**src/rtl/bit_history.sv**
```systemverilog
// Delay line of {valid, bit} samples; entry k holds the sample taken k+1
// cycles ago. Only the valid flags are reset, so stale data never compares.
module bit_history #(
  parameter  int DEPTH = 64,
  localparam int IDX_W = $clog2(DEPTH)
) (
  input  logic             clk,
  input  logic             rst_n,
  input  logic             vld_i,
  input  logic             bit_i,
  input  logic [IDX_W-1:0] rd_idx_i,
  output logic             rd_vld_o,
  output logic             rd_bit_o
);

  logic [DEPTH-1:0] vld_q;
  logic [DEPTH-1:0] bit_q;

  // valid flags shift every cycle and are cleared by reset
  always_ff @(posedge clk or negedge rst_n) begin
    if (!rst_n) begin
      vld_q <= '0;
    end else begin
      vld_q <= {vld_q[DEPTH-2:0], vld_i};
    end
  end

  // data bits shift every cycle without reset
  always_ff @(posedge clk) begin
    bit_q <= {bit_q[DEPTH-2:0], bit_i};
  end

  assign rd_vld_o = vld_q[rd_idx_i];
  assign rd_bit_o = bit_q[rd_idx_i];

endmodule

```
**config.mk**
```make
export PLATFORM = sky130hd
export DESIGN_NAME = bit_history
export DESIGN_NICKNAME = d
export VERILOG_FILES = /design/src/rtl/bit_history.sv
export SDC_FILE = /design/constraint.sdc
export NUM_CORES = 1
export LEC_CHECK = 0
export CAP_MARGIN = 20
export CORE_MARGIN = 5
export CORE_UTILIZATION = 40
export CTS_CLUSTER_DIAMETER = 200
export DETAILED_ROUTE_END_ITERATION = 6
export GPL_TIMING_DRIVEN = 0
export HOLD_SLACK_MARGIN = 0.05
export PLACE_DENSITY = 0.6
export SLEW_MARGIN = 20
export SYNTH_ARGS = -nofsm -noshare
export SYNTH_HDL_FRONTEND = slang
export SYNTH_SLANG_ARGS = --single-unit
```
**constraint.sdc**
```tcl
create_clock -name clk -period 1.68 [get_ports clk]
set_input_delay 0.252 -clock clk [delete_from_list [all_inputs] [get_ports clk]]
set_output_delay 0.252 -clock clk [all_outputs]
set_load 0.02 [all_outputs]
```
==> reports/metrics.cfg <==
[timing]
setup_viol = 2
drv_slew = 0
clock_skew_ns = 0.00816
finalWorstSetupSlack_ns = -0.578
relSlewSlack_pct = 68.6
hold_viol_final = 0
rsz0062_at_grt = yes
post-route-period-util_pct = 134
worst_slew_pin_slew_ns = 0.470
fmax_mhz = 443
min_period_ns = 2.26

[cts]
clk_latency_ns = 0.51
cts_tree = built
ctsHtreeMaxLevel = 4
clock_path_buffers = 2
clkTransAtPathRegs_ns = 0.05
cts_buffers = 17
cts_root_buffer = clkbuf_8
cts_num_sinks = 128

[floorplanning]
dieWidth_um = 111
die_height_um = 111
die-area_mm2 = 0.0124
core_mm2 = 0.0101
initial_core_util_pct = 40.4
ios = 12
rows = 37

[yosys]
synth_edf_count = 0
yosys_warnings = 0
ys_async_sr_fraction_pct = 50.0
synth_top_area_share_pct = 39.1
ys_ff_latch = 128
synth_flop_cell = dfxtp_1
synth.avg_cell_area_um2 = 15.9
synth.distinct_cells = 23
yosysSeqAreaShare_pct = 70.4
synth.area.top_cells = dfrtp_1 39%, dfxtp_1 31%, mux2i_1 8.8%, mux4_2 6.6%, mux4_1 2.6%
syn_inst = 257
yosysTopAreaCell = dfrtp_1
syn-num-nets = 267
syn_area_mm2 = 0.00409
post_synth_most_frequent_cells = 64 x dfrtp_1, 64 x dfxtp_1, 36 x mux2i_1

[final_layout]
seq_area_mm2 = 0.00288
n_antenna_cell = 0
post-route-util_pct = 49.2
area_delta_synth_final_pct = 21.7
multi_input_area_mm2 = 0.00112
fillerInstances = 855
drive_gt1_share_pct = 23.4
stdcell_area_mm2 = 0.00498
finalNetCount = 301

[pwr]
power.density_mw_per_mm2 = 1390
peakVddDrop_uv = 1170
leakagePower_nw = 2.16

[worst_setup_path]
arrival_ns = 2.01
critPathCapture = rd_vld_o
slowest_delay_ns = 0.48
crit_path_max_fanout = 2
crit_start = vld_q[29]
r2r_slack_ns = 1.06
worstPathBufferInverterCount = 1
path_class = flop to output port
r2r-end = vld_q[3]
endpoint_kind = output port
cp_top_family = multiplexers
cp-start-kind = flop
r2r-start = vld_q[2]
worst_r2r_path_depth = 1
path_cells = mux4_2, mux2i_1, nand3_1, nand4_1, o21ai_2, buf_6
cp_slowest_cell = mux4_2
cp.depth = 6
required_ns = 1.43

[job]
cap_viol_max_count = 0

[run_status]
violations = negative setup slack
outcome = finished with violations

[worst_hold_path]
hold_path_class = primary input to asynchronous set/reset pin

[global_route]
antenna_found_initial = 0
grt_use_total_pct = 13.3
overflow = 0
grt_pass1_vias = 2355
grt_max_degree = 63
grt_pass1_wl_um = 12500

[placement]
globalplace.congestion = 0.759
dpl_cell_area_mm2 = 0.00439
hpwl_um = 4670
numPortBuffers = 9

[detailed_routing]
wl_per_cell_um = 17.0
drtPass1Iterations = 4
antenna_left = 0
vias = 2151
vias_per_cell = 4.89
wl_um = 7480
drtIter0Drc = 148
drc = 0

-- through the flow --
step | worst slack [ns] | total power, mW | instances | hold WS (ns) | setup TNS (ns)
3_5_place_dp | -1.22 | 3.69 | 403 | 0.0587 | -2.36
3_3_place_gp | -1.58 | 3.67 | 402 | 0.328 | -102.88
6_report | -0.578 | 6.93 | 440 | 0.0898 | -1.11
2_1_floorplan | 0.00257 | 3.53 | 257 | -0.0436 | 0
5_1_grt | -0.704 | 7.22 | 440 | 0.0731 | -1.31
4_1_cts | -0.638 | 7.01 | 439 | 0.0606 | -1.19
-- power by group --
part | total [mW] | switching (mW) | internal (mW) | leakage, nW
Clock | 3.28 | 1.26 | 2.03 | 0.269
Sequential | 3.25 | 0.0628 | 3.19 | 1.31
Combinational | 0.393 | 0.199 | 0.195 | 0.581
-- cell type report --
class	count	area share, %
flip-flops and latches	128	57.9
multi-input cells	118	22.4
well taps	136	3.41
plain buffers	11	2.36
clock inverters	10	1.73
repair buffers	15	3.14
clock buffers	22	9.09
-- routing by layer --
layer | global-route usage, % | vias up | share of wire [%]
met1 | 17.7 | 1105 | 48
met3 | 5.46 | 6 | 4.5
li1 | - | 998 | -
met4 | 4.62 | 0 | 1.2
met5 | 0 | - | 0
met2 | 19.6 | 42 | 46
-- worst min path at each step --
| stage | slack [ns] | endpoint | startpoint | depth (start not counted) |
|---|---|---|---|---|
| floorplan | -0.04 | vld_q[0] | rst_n | 0 |
| global placement | 0.33 | bit_q[7] | bit_q[6] | 0 |
| detailed placement | 0.06 | vld_q[28] | rst_n | 1 |
| CTS | 0.06 | vld_q[28] | rst_n | 2 |
| global route | 0.07 | vld_q[28] | rst_n | 2 |
| finish | 0.09 | vld_q[28] | rst_n | 2 |
-- sequential cells by signal (all words and copies together) (netlist names) --
name / count
vld_q: 64
bit_q: 64
-- logic make-up after synthesis --
family	Yosys count	synth area share, %
simple gates	48	6.11
compound gates	18	3.06
buf+inv	11	2.44
mux	52	18.0
flops	128	70.4
-- cells in the final DEF, fill, tap and decap left out, types with 6 or more instances in the layout --
master      n
dfrtp_1    64
dfxtp_1    63
mux2i_1    35
mux4_2     16
clkbuf_16  16
nand3_1    14
nand2_1    14
buf_4       8
a211oi_1    8
nand4_1     6
-- timing repair --
action,CTS,global route
endpoints found under the setup margin,2,2
hold buffers,1,0
gates cloned,0,0
setup buffers,3,1
resized for setup,18,8
endpoints found under the hold margin,64,0
pin swaps,3,3
(Power assumes the default switching activity.)
